===== config.mk =====
export PLATFORM = sky130hd
export DESIGN_NAME = board_controller
export DESIGN_NICKNAME = d
export VERILOG_FILES = /design/src/rtl/chess_pkg.sv /design/src/rtl/btn_edge_detect.sv /design/src/rtl/board_controller.sv
export SDC_FILE = /design/constraint.sdc
export NUM_CORES = 1
export LEC_CHECK = 0
export CORE_UTILIZATION = 50
export CTS_CLUSTER_DIAMETER = 50
export DETAILED_ROUTE_END_ITERATION = 12
export PLACE_DENSITY = 0.79
export SLEW_MARGIN = 20
export SYNTH_ARGS = -nofsm -noshare
export SYNTH_HDL_FRONTEND = slang
export SYNTH_SLANG_ARGS = --single-unit

===== constraint.sdc =====
create_clock -name CLK -period 12 [get_ports CLK]
set_input_delay 1.8 -clock CLK [delete_from_list [all_inputs] [get_ports CLK]]
set_output_delay 1.8 -clock CLK [all_outputs]
set_load 0.01 [all_outputs]

===== src/rtl/chess_pkg.sv =====
// Shared chess definitions: piece codes, colours, opening position and square indexing.
// Imported by the board controller and by the VGA board renderer.
package chess_pkg;

    localparam logic [2:0] PIECE_NONE   = 3'd0;
    localparam logic [2:0] PIECE_PAWN   = 3'd1;
    localparam logic [2:0] PIECE_KNIGHT = 3'd2;
    localparam logic [2:0] PIECE_BISHOP = 3'd3;
    localparam logic [2:0] PIECE_ROOK   = 3'd4;
    localparam logic [2:0] PIECE_QUEEN  = 3'd5;
    localparam logic [2:0] PIECE_KING   = 3'd6;

    localparam logic COLOR_WHITE = 1'b0;
    localparam logic COLOR_BLACK = 1'b1;

    // Square 63 is the leftmost hex digit, square 0 the rightmost.
    localparam logic [255:0] INIT_BOARD = {
        32'h4236_5324,   // row 7: white back rank
        32'h1111_1111,   // row 6: white pawns
        32'h0000_0000,
        32'h0000_0000,
        32'h0000_0000,
        32'h0000_0000,
        32'h9999_9999,   // row 1: black pawns
        32'hCABE_DBAC    // row 0: black back rank
    };

    function automatic logic [5:0] square_index(input logic [2:0] row, input logic [2:0] col);
        return {row, col};
    endfunction

endpackage


===== src/rtl/btn_edge_detect.sv =====
// Rising-edge detector for one debounced button level; history resets to 1 so a
// button held through reset does not fire on release of reset.
module btn_edge_detect (
    input  logic CLK,
    input  logic RESET,
    input  logic LEVEL,
    output logic RISE
);

    logic prev_reg;

    always_ff @(posedge CLK or posedge RESET) begin
        if (RESET) begin
            prev_reg <= 1'b1;
        end else begin
            prev_reg <= LEVEL;
        end
    end

    assign RISE = LEVEL & ~prev_reg;

endmodule


===== src/rtl/board_controller.sv =====
// Chess game-state owner: button events drive cursor, selection and two-cycle
// piece moves on a 64-square board image, with turn order and king-capture end.
module board_controller
    import chess_pkg::*;
#(
    parameter logic [5:0] CURSOR_INIT = 6'd52
) (
    input  logic         CLK,
    input  logic         RESET,
    input  logic         BTN_UP,
    input  logic         BTN_DOWN,
    input  logic         BTN_LEFT,
    input  logic         BTN_RIGHT,
    input  logic         BTN_CENTER,
    output logic [255:0] BOARD,
    output logic [5:0]   CURSOR_ADDR,
    output logic [5:0]   SELECT_ADDR,
    output logic         SELECT_EN,
    output logic         TURN,
    output logic         GAME_OVER,
    output logic         WINNER
);

    localparam logic [2:0] ST_IDLE     = 3'd0;
    localparam logic [2:0] ST_SELECTED = 3'd1;
    localparam logic [2:0] ST_MOVE     = 3'd2;
    localparam logic [2:0] ST_CLEAR    = 3'd3;
    localparam logic [2:0] ST_DONE     = 3'd4;

    // Bit order doubles as priority: lowest index wins.
    logic [4:0] btn_level;
    logic [4:0] btn_rise;
    logic [4:0] evt;

    assign btn_level = {BTN_RIGHT, BTN_LEFT, BTN_DOWN, BTN_UP, BTN_CENTER};

    genvar gi;
    generate
        for (gi = 0; gi < 5; gi++) begin : g_edge
            btn_edge_detect u_edge (
                .CLK   (CLK),
                .RESET (RESET),
                .LEVEL (btn_level[gi]),
                .RISE  (btn_rise[gi])
            );
        end
    endgenerate

    assign evt = btn_rise & (~btn_rise + 5'd1);

    logic [2:0]   state_reg, state_next;
    logic [255:0] board_reg, board_next;
    logic [5:0]   cursor_reg, cursor_next;
    logic [5:0]   select_addr_reg, select_addr_next;
    logic         select_en_reg, select_en_next;
    logic         turn_reg, turn_next;
    logic         game_over_reg, game_over_next;
    logic         winner_reg, winner_next;
    logic [5:0]   src_reg, src_next;
    logic [5:0]   dst_reg, dst_next;
    logic [2:0]   captured_reg, captured_next;

    logic [2:0] cur_row, cur_col;
    logic [3:0] cur_nib, src_nib, moved_nib;
    logic       cur_own;

    assign cur_row = cursor_reg[5:3];
    assign cur_col = cursor_reg[2:0];
    assign cur_nib = board_reg[{cursor_reg, 2'b00} +: 4];
    assign src_nib = board_reg[{src_reg, 2'b00} +: 4];
    assign cur_own = (cur_nib[2:0] != PIECE_NONE) && (cur_nib[3] == turn_reg);

    // Pawns reaching the far rank for their colour become queens.
    always_comb begin
        moved_nib = src_nib;
        if (src_nib[2:0] == PIECE_PAWN &&
            ((src_nib[3] == COLOR_WHITE && dst_reg[5:3] == 3'd0) ||
             (src_nib[3] == COLOR_BLACK && dst_reg[5:3] == 3'd7))) begin
            moved_nib[2:0] = PIECE_QUEEN;
        end
    end

    always_comb begin
        state_next       = state_reg;
        board_next       = board_reg;
        cursor_next      = cursor_reg;
        select_addr_next = select_addr_reg;
        select_en_next   = select_en_reg;
        turn_next        = turn_reg;
        game_over_next   = game_over_reg;
        winner_next      = winner_reg;
        src_next         = src_reg;
        dst_next         = dst_reg;
        captured_next    = captured_reg;

        case (state_reg)
            ST_IDLE, ST_SELECTED: begin
                if (evt[0]) begin
                    if (state_reg == ST_IDLE) begin
                        if (cur_own) begin
                            select_addr_next = cursor_reg;
                            select_en_next   = 1'b1;
                            state_next       = ST_SELECTED;
                        end
                    end else if (cursor_reg == select_addr_reg) begin
                        select_en_next = 1'b0;
                        state_next     = ST_IDLE;
                    end else if (cur_own) begin
                        select_addr_next = cursor_reg;
                    end else begin
                        src_next      = select_addr_reg;
                        dst_next      = cursor_reg;
                        captured_next = cur_nib[2:0];
                        state_next    = ST_MOVE;
                    end
                end else if (evt[1]) begin
                    cursor_next = square_index(cur_row - 3'd1, cur_col);
                end else if (evt[2]) begin
                    cursor_next = square_index(cur_row + 3'd1, cur_col);
                end else if (evt[3]) begin
                    cursor_next = square_index(cur_row, cur_col - 3'd1);
                end else if (evt[4]) begin
                    cursor_next = square_index(cur_row, cur_col + 3'd1);
                end
            end
            ST_MOVE: begin
                board_next[{dst_reg, 2'b00} +: 4] = moved_nib;
                state_next = ST_CLEAR;
            end
            ST_CLEAR: begin
                board_next[{src_reg, 2'b00} +: 4] = 4'h0;
                select_en_next = 1'b0;
                if (captured_reg == PIECE_KING) begin
                    game_over_next = 1'b1;
                    winner_next    = turn_reg;
                    state_next     = ST_DONE;
                end else begin
                    turn_next  = ~turn_reg;
                    state_next = ST_IDLE;
                end
            end
            ST_DONE: begin
                state_next = ST_DONE;
            end
            default: begin
                state_next = ST_IDLE;
            end
        endcase
    end

    always_ff @(posedge CLK or posedge RESET) begin
        if (RESET) begin
            state_reg       <= ST_IDLE;
            board_reg       <= INIT_BOARD;
            cursor_reg      <= CURSOR_INIT;
            select_addr_reg <= 6'd0;
            select_en_reg   <= 1'b0;
            turn_reg        <= COLOR_WHITE;
            game_over_reg   <= 1'b0;
            winner_reg      <= 1'b0;
            src_reg         <= 6'd0;
            dst_reg         <= 6'd0;
            captured_reg    <= PIECE_NONE;
        end else begin
            state_reg       <= state_next;
            board_reg       <= board_next;
            cursor_reg      <= cursor_next;
            select_addr_reg <= select_addr_next;
            select_en_reg   <= select_en_next;
            turn_reg        <= turn_next;
            game_over_reg   <= game_over_next;
            winner_reg      <= winner_next;
            src_reg         <= src_next;
            dst_reg         <= dst_next;
            captured_reg    <= captured_next;
        end
    end

    assign BOARD       = board_reg;
    assign CURSOR_ADDR = cursor_reg;
    assign SELECT_ADDR = select_addr_reg;
    assign SELECT_EN   = select_en_reg;
    assign TURN        = turn_reg;
    assign GAME_OVER   = game_over_reg;
    assign WINNER      = winner_reg;

endmodule


==> results by group <==
Worst setup path
  • Crit path capture type: flop
  • Crit start category: flop
  • Maximum net fanout on the critical path: 46
  • WS Path Type: reg2reg
  • Data required, critical path: 12.46 ns
  • Crit path DAT: 5.36 ns

STA
  • RSZ-0062 raised after global routing: no
  • Final hold violation count: 0
  • Max Fclk: 204 MHz
  • Worst-Margin Slew: 1.14 ns
  • Final period utilization: 0.409
  • Clk_skew: 0.0240 ns
  • Tmin final: 4.91 ns
  • Max_slew headroom: 0.242
  • Setup TNS: 0 ns
  • Final setup vio count: 0
  • Final Max Slew Viols: 0

Die
  • Total die area: 0.0353 mm^2
  • Total core area: 0.0338 mm^2
  • Chip width: 188 um
  • Number of I/O pins: 279
  • Rows: 67
  • Initial core utilization: 0.512
  • Chip height: 188 um

Yosys
  • Asr flop ratio synth: 1.00
  • Sequential area share after synthesis: 0.432
  • EDFF count, synth: 0
  • Synth Instances: 1537
  • Syn nets: 1552
  • Cell Area, Synth: 0.0173 mm^2
  • #FFs+latches synth: 295
  • Post-synth top flop: dfrtp_1
  • Syn Area/Cell: 11.3 um^2
  • Cell variety after synth: 75
  • Warning count from the yosys run: 0

Clock network
  • Number of CTS-inserted buffers: 37
  • Root Driver: clkbuf_16
  • Clock transition at path regs: 0.06 ns
  • Post CTS Setup Buffer Count: 0
  • H-tree depth: 2
  • CTS tree: yes
  • Worst-skew pair later-pin latency: 0.54 ns
  • CTS sink cnt: 295
  • Hold_buf cts: 0
  • CTS Buffer Depth: 3
  • Post_cts resized: 0

Status
  • Outcome: complete, no violations

Placed design
  • Final HPWL DP: 51600 um
  • IO Port Bufs: 278
  • GP Congestion: 1.04
  • # placed instances: 2184

Global route
  • Tot GR Track Use: 0.415
  • Vias in the first global route: 16.1k
  • GRT Residual Overflow: 0
  • Largest net degree at the start of global routing: 143
  • Initial antenna violation count: 0
  • First-pass GRT wire length: 108000 um

Power and ir drop
  • Power per cell area: 235 mW/mm^2
  • Leakage: 0.00844 uW
  • Maximum vdd drop: 0.308 mV

Routing
  • DR vias/cell: 7.42
  • Iteration-0 DRC count of the detailed router: 2795
  • Total routed wirelength: 73700 um
  • WL/cell: 32.7 um
  • Drt pass-1 iters: 8
  • DRT antenna net count: 0
  • DRC Markers: 0
  • Via count: 16.7k

Layout
  • Fillcell total: 2600
  • Commonest non-fill, non-tap cells in the layout: 278 x clkdlybuf4s50_1, 227 x dfrtp_1, 177 x a22o_1
  • Post-Layout Cell Count: 2252
  • Max reg flops: 256
  • Synth-to-layout area growth: 25.4%
  • Final nets: 1790
  • Share of cells above drive strength 1: 0.185
  • Ant. Diodes: 0
  • Commonest non-fill, non-tap cell in the layout: clkdlybuf4s50_1

Min path
  • Hold/Removal Path Class: reg2reg

Job
  • Max-Cap Viols: 0
-- synthesized netlist by cell type, types with 20 or more instances --
cell type / count / area (um^2)
dfrtp_1: 231 / 5780
a22o_1: 177 / 1550
nand2_1: 156 / 586
mux4_2: 133 / 3000
nor2_1: 127 / 477
dfstp_2: 64 / 1680
o22ai_1: 58 / 363
clkbuf_1: 57 / 214
o21ai_0: 50 / 250
nand3_1: 36 / 180
nor3_1: 30 / 150
o21ai_1: 24 / 120
buf_2: 23 / 115
nand2b_1: 22 / 138
inv_1: 20 / 75.1
nor2b_1: 20 / 125
-- power breakdown --
group | internal (uW) | switching (uW)
combinational | 855 | 1610
sequential | 1140 | 294
clock | 715 | 482
-- path summary, 6_finish.rpt --
path | from | endpoint | slack, ns | cells after the start
setup / recovery | src_reg[0] | BOARD[13] | 7.09 | 8
hold / removal | GAME_OVER | GAME_OVER | 0.48 | 1
setup reg to reg | src_reg[0] | BOARD[13] | 7.09 | 8
hold reg to reg | GAME_OVER | GAME_OVER | 0.48 | 1
max in group asynchronous | RESET | BOARD[144] | 8.53 | 3
min in group asynchronous | RESET | BOARD[64] | 1.87 | 2
-- layer usage --
layer	GRT usage	vias to the layer above	share of wire
met5	0	-	0
met3	0.150	327	0.16
met1	0.552	8240	0.35
met4	0.219	0	0.064
li1	-	6490	-
met2	0.597	1657	0.43
-- metrics by stage --
stage / cell area (um^2) / utilization / worst slack, ns / power [uW] / hold WS, ns
final: 21700 / 0.642 / 7.09 / 5100 / 0.484
after global routing: 21700 / 0.642 / 6.94 / 5220 / 0.507
after CTS: 21700 / 0.642 / 7.26 / 4980 / 0.487
after detailed placement: 20400 / 0.603 / 7.27 / 3790 / 0.475
after global placement: 20400 / 0.603 / 7.36 / 3750 / 0.454
after floorplan: 17300 / - / 2.16 / 2860 / 0.475
-- area by class of cell --
class                           instances  area [um^2]  share of cell area
Inverter                               24         97.6             0.00450
Multi-Input combinational cell       1107         9230               0.426
Clock buffer                           48         1040              0.0479
Sequential cell                       295         7470               0.345
Timing Repair Buffer                  310         3020               0.139
Tap cell                              448          561              0.0258
Clock inverter                         20          262              0.0121
-- critical path, cell delays in order, from the launching register on --
cell     delay, ns
dfrtp_4       0.84
buf_4         0.76
mux2i_1       0.17
and3_1        0.21
o31a_1        0.34
a22oi_1       0.20
o221a_1       0.91
and2_1        1.01
a22o_1        0.29
-- logic make-up (layout without fill, tap and decap cells) --
logic type,after synthesis,in the layout,synth area share
and+or+nand+nor,458,458,0.121
AOI/OAI and AO/OA,451,451,0.198
DFF,295,295,0.432
muxes,169,169,0.195
buffers and inverters,135,402,0.0370
xor gates and xnor gates,21,21,0.0106
adders and majority gates,8,8,0.00622
Note: power is estimated with default switching activity, not from simulation.
